==> src/rtl/fixed_pkg.sv <==
// Fixed-point types, FSM state encoding and the Q8.8 -> Q0.8 saturating clamp
// shared by the activation datapath.
package fixed_pkg;

    typedef logic signed [15:0] q8_8_t;
    typedef logic        [7:0]  q0_8_t;

    typedef enum logic [1:0] {ARG, RES, ERR, PRP} state_t;

    localparam q8_8_t Q_ONE  = 16'sh0100;
    localparam q0_8_t Q0_MAX = 8'hff;

    function automatic q0_8_t clamp_q0_8(input q8_8_t x);
        if (x <= 16'sh0000)
            return 8'h00;
        else if (x >= Q_ONE)
            return Q0_MAX;
        else
            return x[7:0];
    endfunction

endpackage

==> src/rtl/rectifier.sv <==
// Saturating ReLU activation with a gated backward error path.
// Optional macro RECTIFIER_LEAK_EN: clamped regions leak error >>> LEAK_SHIFT instead of 0.
module rectifier
    import fixed_pkg::*;
#(
    parameter int IW         = 16,
    parameter int OW         = 8,
    parameter int LEAK_SHIFT = 4
) (
    input  logic                 clock,
    input  logic                 reset,
    input  logic                 train,
    input  logic                 argument_valid,
    input  logic signed [IW-1:0] argument_data,
    output logic                 argument_ready,
    output logic                 result_valid,
    output logic        [OW-1:0] result_data,
    input  logic                 result_ready,
    input  logic                 error_valid,
    input  logic signed [IW-1:0] error_data,
    output logic                 error_ready,
    output logic                 propagate_valid,
    output logic signed [IW-1:0] propagate_data,
    input  logic                 propagate_ready
);

`ifdef RECTIFIER_LEAK_EN
    localparam bit LEAK_EN = 1'b1;
`else
    localparam bit LEAK_EN = 1'b0;
`endif

    state_t               r_state_p0;
    state_t               w_next_state;
    q8_8_t                r_x_p0;
    logic                 r_t_p0;
    q0_8_t                r_res_p1;
    logic signed [IW-1:0] r_prp_p1;
    logic                 w_arg_xfer;
    logic                 w_err_xfer;

    // Derivative gate: pass strictly inside (0, 1.0); leak or zero elsewhere.
    function automatic logic signed [IW-1:0] gate_error(input q8_8_t x,
                                                        input logic signed [IW-1:0] e);
        if (x > 16'sh0000 && x < Q_ONE)
            return e;
        else if (LEAK_EN)
            return e >>> LEAK_SHIFT;
        else
            return '0;
    endfunction

    assign argument_ready  = (r_state_p0 == ARG);
    assign result_valid    = (r_state_p0 == RES);
    assign error_ready     = (r_state_p0 == ERR);
    assign propagate_valid = (r_state_p0 == PRP);
    assign result_data     = r_res_p1;
    assign propagate_data  = r_prp_p1;

    assign w_arg_xfer = argument_valid && (r_state_p0 == ARG);
    assign w_err_xfer = error_valid && (r_state_p0 == ERR);

    always_ff @(posedge clock or posedge reset) begin
        if (reset)
            r_state_p0 <= ARG;
        else
            r_state_p0 <= w_next_state;
    end

    always_comb begin
        w_next_state = r_state_p0;
        case (r_state_p0)
            ARG: if (argument_valid)  w_next_state = RES;
            RES: if (result_ready)    w_next_state = r_t_p0 ? ERR : ARG;
            ERR: if (error_valid)     w_next_state = PRP;
            PRP: if (propagate_ready) w_next_state = ARG;
            default:                  w_next_state = ARG;
        endcase
    end

    // p0 -> p1: capture input sample and its activated value
    always_ff @(posedge clock or posedge reset) begin
        if (reset) begin
            r_x_p0   <= '0;
            r_t_p0   <= 1'b0;
            r_res_p1 <= '0;
        end else if (w_arg_xfer) begin
            r_x_p0   <= argument_data;
            r_t_p0   <= train;
            r_res_p1 <= clamp_q0_8(argument_data);
        end
    end

    // p0 -> p1: gated error toward the upstream node
    always_ff @(posedge clock or posedge reset) begin
        if (reset)
            r_prp_p1 <= '0;
        else if (w_err_xfer)
            r_prp_p1 <= gate_error(r_x_p0, error_data);
    end

endmodule

==> config.mk <==
export PLATFORM = sky130hd
export DESIGN_NAME = rectifier
export DESIGN_NICKNAME = d
export VERILOG_FILES = /design/src/rtl/fixed_pkg.sv /design/src/rtl/rectifier.sv
export SDC_FILE = /design/constraint.sdc
export NUM_CORES = 1
export LEC_CHECK = 0
export CAP_MARGIN = 5
export CORE_ASPECT_RATIO = 0.6
export CORE_MARGIN = 2
export CORE_UTILIZATION = 47
export DETAILED_ROUTE_END_ITERATION = 10
export PLACE_DENSITY = 0.82
export SYNTH_ARGS = -nofsm -noshare
export SYNTH_HDL_FRONTEND = slang
export SYNTH_SLANG_ARGS = --single-unit
==> constraint.sdc <==
create_clock -name clock -period 3.16 [get_ports clock]
set_input_delay 0.79 -clock clock [delete_from_list [all_inputs] [get_ports clock]]
set_output_delay 0.79 -clock clock [all_outputs]
set_load 0.02 [all_outputs]
* Yosys cells after proc, flatten, opt, wreduce, memory -nomap -nowiden *
Cells that the tools add are included.

cells by class
  $mul = 0
  div/mod/pow operators = 0
  reduce and logical (&&, ||, !) cells = 5
  shifts and indexed selects = 0
  equality and inequality tests = 7
  $add $sub $neg = 0
  order comparisons = 4
  bitwise logic cells = 0
  mux-type cells = 9

operators with widths
  operator                number
  $ge A16 B10 Y1 const B  1
  $gt A16 B1 Y1 const B   1
  $le A16 B1 Y1 const B   1
  $lt A16 B10 Y1 const B  1
  $mux W16                1
  $mux W8                 2
  $mux W2                 5
  $pmux W2 S4             1
  $eq A2 B2 Y1 const B    2
  $ne A2 B1 Y1 const B    2
  $ne A2 B2 Y1 const B    2
  $reduce_and A4 Y1       1
  $logic_and A1 B1 Y1     3
  $eq A2 B1 Y1 const B    1
  $logic_not A2 Y1        1

storage, ports and cells
  flip-flop bits (word level) = 43
  logic and storage cells = 30
  output and inout port bits = 28
  bits in read-only memories = 0
  input bits = 39
  bits in latches = 0
  memory bits (writable) = 0
  memories kept = 0

* Depth between registers and ports, before layout *
  word-level depth = 3
  gate-level depth with buffers = 6
  mapped depth without buffers = 3

* Least setup slack after synthesis *
OpenSTA, ideal clock, no wires.

  kind = input -> register
  start = input port argument_valid
  end = register r_t_p0
  library setup time = 0.125 ns
  setup slack = 1.388 ns
  path buffers = 2
  stages = 4
  data arrival time = 1.647 ns
  required time = 3.035 ns
  cell sequence = or3b_1 > clkbuf_2 > buf_6 > mux2_2

between the ends
  longest elaborated chain between the ends = 1

RTL lines
  what                    RTL line         text
  start: declaration      rectifier.sv:13  input logic argument_valid,
  $logic_and A1 B1 Y1     rectifier.sv:60  assign w_arg_xfer = argument_valid && (r_state_p0 == ARG);
  end signal: assignment  rectifier.sv:89  r_t_p0 <= train;
  end: declaration        rectifier.sv:36  logic r_t_p0;

No other way between the ends.
A chain may end at the register's enable or synchronous reset.

* Worst setup path in the final report *
  start = register r_state_p0[0]
  end = output port result_valid

between the ends
  longest elaborated chain between the ends = 1

RTL lines
  what                      RTL line         text
  start: declaration        rectifier.sv:33  state_t r_state_p0;
  start signal: assignment  rectifier.sv:67  r_state_p0 <= w_next_state;
  $eq A2 B1 Y1              rectifier.sv:54  assign result_valid = (r_state_p0 == RES);
  end: declaration          rectifier.sv:16  output logic result_valid,

No other way between the ends.

==> summary.txt <==
Status
  • Status: finished, final reports clean

Timing
  • Fin worst setup slack: 764 ps
  • Clock skew: 4.22 ps
  • Minimum clock period after layout: 2400 ps
  • Final setup vio count: 0
  • RSZ-0062 raised after global routing: false
  • Fin. max-slew vios: 0
  • Hold WS: 488 ps
  • Period utilization: 75.8%
  • Final hold violations: 0
  • Slew HR: 25.3%
  • Fmax: 417 MHz
  • Sum Neg Setup Slack: 0 ps
  • Slew @ Worst Pin: 1110 ps

Placement
  • Placed cell area: 2450 sq um
  • Port bufs: 66
  • RePlAce Congestion: 0.791
  • Pre-CTS WS: 560 ps
  • Detail Placement HPWL: 3.14 mm

Logic synthesis
  • Most numerous cell in the Yosys netlist: dfrtp_1
  • Mapped Nets: 181
  • Post-synth top area cell: dfrtp_1
  • Synth top area share: 60.9%
  • Post-synth EDFFs: 0
  • Asr flop ratio synth: 100%
  • Yosys warnings: 0
  • Post-synth top cells: dfrtp_1, nand2_1, a32o_2, o21ai_0
  • Synth area leaders: dfrtp_1, a32o_2, mux2_2
  • Post-synthesis cell type count: 26
  • Post-Syn Area per Cell: 12.4 sq um
  • Synth Instances: 142
  • Main synth FF type: dfrtp_1
  • Share of the yosys chip area belonging to registers: 60.9%
  • Synth Register Bits: 43
  • Cell area after synthesis: 1770 sq um

Power and ir drop
  • Internal power: 0.00134 W
  • Leakage: 1.18 nW
  • Reg power frac: 42.9%
  • P_sw: 0.000674 W
  • Sw Share: 33.4%
  • Peak VDD IR: 534 uV
  • Pwr per Cell Area: 786 nW/um^2
  • Share of total power in the clock network: 22.0%
  • Combinational power share: 35.1%

Global routing
  • Initial antenna violation count: 0
  • Largest net degree at the start of global routing: 33
  • Global route overflow: 0
  • Vias in the first global route: 1452
  • GRT Util Overall: 21.8%
  • First-pass GRT wire length: 7.09 mm

Clock network
  • # clock sinks: 43
  • CTS Buffer Depth: 2
  • Clk slew on worst S/H paths: 80 ps
  • CTS resizes: 0
  • Setup bufs post-CTS: 0
  • Hold Buf Count CTS: 0
  • H-Tree Depth: 2
  • CTS tree: done
  • TritonCTS Buffers: 5
  • Clock Tree Root: clkbuf_8
  • Clock Latency Late Sink: 300 ps

Route
  • Initial DRC Count: 78
  • Vias: 1429
  • Via/cell ratio: 5.60
  • Routed WL: 4.35 mm
  • DR DRC count: 0
  • WL/cell: 17.1 um
  • ANT nets after route: 0
  • Detailed Routing Iterations Pass 1: 4

Cells and area
  • Share of post-route cells with drive strength above 1: 15.9%
  • Design area: 2560 sq um
  • Core Util, Final: 70.5%
  • Final nets: 246
  • Diode count: 0
  • Synthesis-to-layout area growth: 45.3%

Floorplan
  • Die Width: 83.1 um
  • Starting Density: 48.5%
  • CORE AREA: 3640 sq um
  • # rows: 17
  • I/O Pins: 67
  • Die Height: 51.5 um
  • Die ar.: 4280 sq um

Worst setup path
  • Crit end category: output pin
  • CP startpoint kind: flop
  • Worst path required time: 2370 ps
  • Worst reg-to-reg setup slack: 1190 ps
  • Data arrival time at the worst-slack endpoint: 1610 ps
  • Critical path type: reg2out
  • Crit path max fanout: 12

Run
  • Max cap viols: 0

Hold path
  • Worst hold path class: reg2reg
## per-stage QoR
stage | instances | power, W
finish | 255 | 0.00202
global route | 255 | 0.00212
CTS | 255 | 0.00202
detailed placement | 247 | 0.00157
global placement | 247 | 0.00153
floorplan | 142 | 0.00127
## layer usage
metal  wire length [um]  vias to the layer above  share of wire, %  global-route usage [%]
li1                   -                      663                 -                       -
met1               2050                      702                47                    29.4
met2               1990                       60                46                    34.4
met3                285                        4               6.5                    7.92
met4                 26                        0              0.60                    4.92
met5                  0                        -                 0                       0
## critical path, stage by stage (launching register included)
cell and delay, ps:
dfrtp_1 520, nor2b_1 170, clkdlybuf4s50_1 610
## placed cells by master, fill, tap and decap left out, drive strengths merged
cell type / netlist / layout
nor2b: 2 / 2
o21ai: 10 / 10
o211ai: 1 / 1
buf: 5 / 3
clkinv: 0 / 2
o311ai: 8 / 8
clkbuf: 6 / 6
or3b: 1 / 1
a32o: 16 / 16
or4: 2 / 2
dfrtp: 43 / 43
inv: 9 / 8
a211o: 1 / 1
and2: 1 / 1
nor2: 1 / 1
nand2: 19 / 19
nor3: 2 / 2
bufinv: 0 / 1
nand3b: 1 / 1
a31oi: 2 / 2
clkdlybuf4s50: 0 / 66
mux2: 9 / 9
nor4: 3 / 3
## kinds of logic (layout without fill, tap and decap cells)
family | count (synthesis) | in the layout | synth area share [%]
DFF | 43 | 43 | 60.9
AOI/OAI and AO/OA | 38 | 38 | 18.2
and+or+nand+nor | 32 | 32 | 9.78
buffers and inverters | 20 | 86 | 5.31
muxes | 9 | 9 | 5.74
## power groups by stage
stage / logic [W] / registers [W] / clock network, W
global route: 0.000773 / 0.000884 / 0.000467
CTS: 0.000714 / 0.000861 / 0.000444
finish: 0.000708 / 0.000865 / 0.000443
global placement: 0.000678 / 0.000851 / 0
detailed placement: 0.000710 / 0.000865 / 0
floorplan: 0.000388 / 0.000885 / 0
## final timing paths
path                                start                  to  depth (start not counted)
hold / removal             result_data[3]      result_data[3]                          2
hold reg to reg            result_data[3]      result_data[3]                          2
setup / recovery            r_state_p0[0]        result_valid                          2
max in group asynchronous           reset   propagate_data[4]                          3
setup reg to reg            r_state_p0[0]  propagate_data[12]                          3
min in group asynchronous           reset  propagate_data[14]                          2
## final cells by class
class,instances,area [sq um]
fill,266,1070
tap,47,58.8
sequential,43,1080
clock inverter,2,35.0
multi-input combinational,79,596
timing repair buffer,69,683
inverter,9,33.8
clock buffer,6,82.6
## registers in the layout, indices dropped and copies added (netlist names), named ones only
register and count:
propagate_data 16, r_x_p0 16, result_data 8, r_state_p0 1
r_t_p0 1
Power figures use the tool's default switching activity.
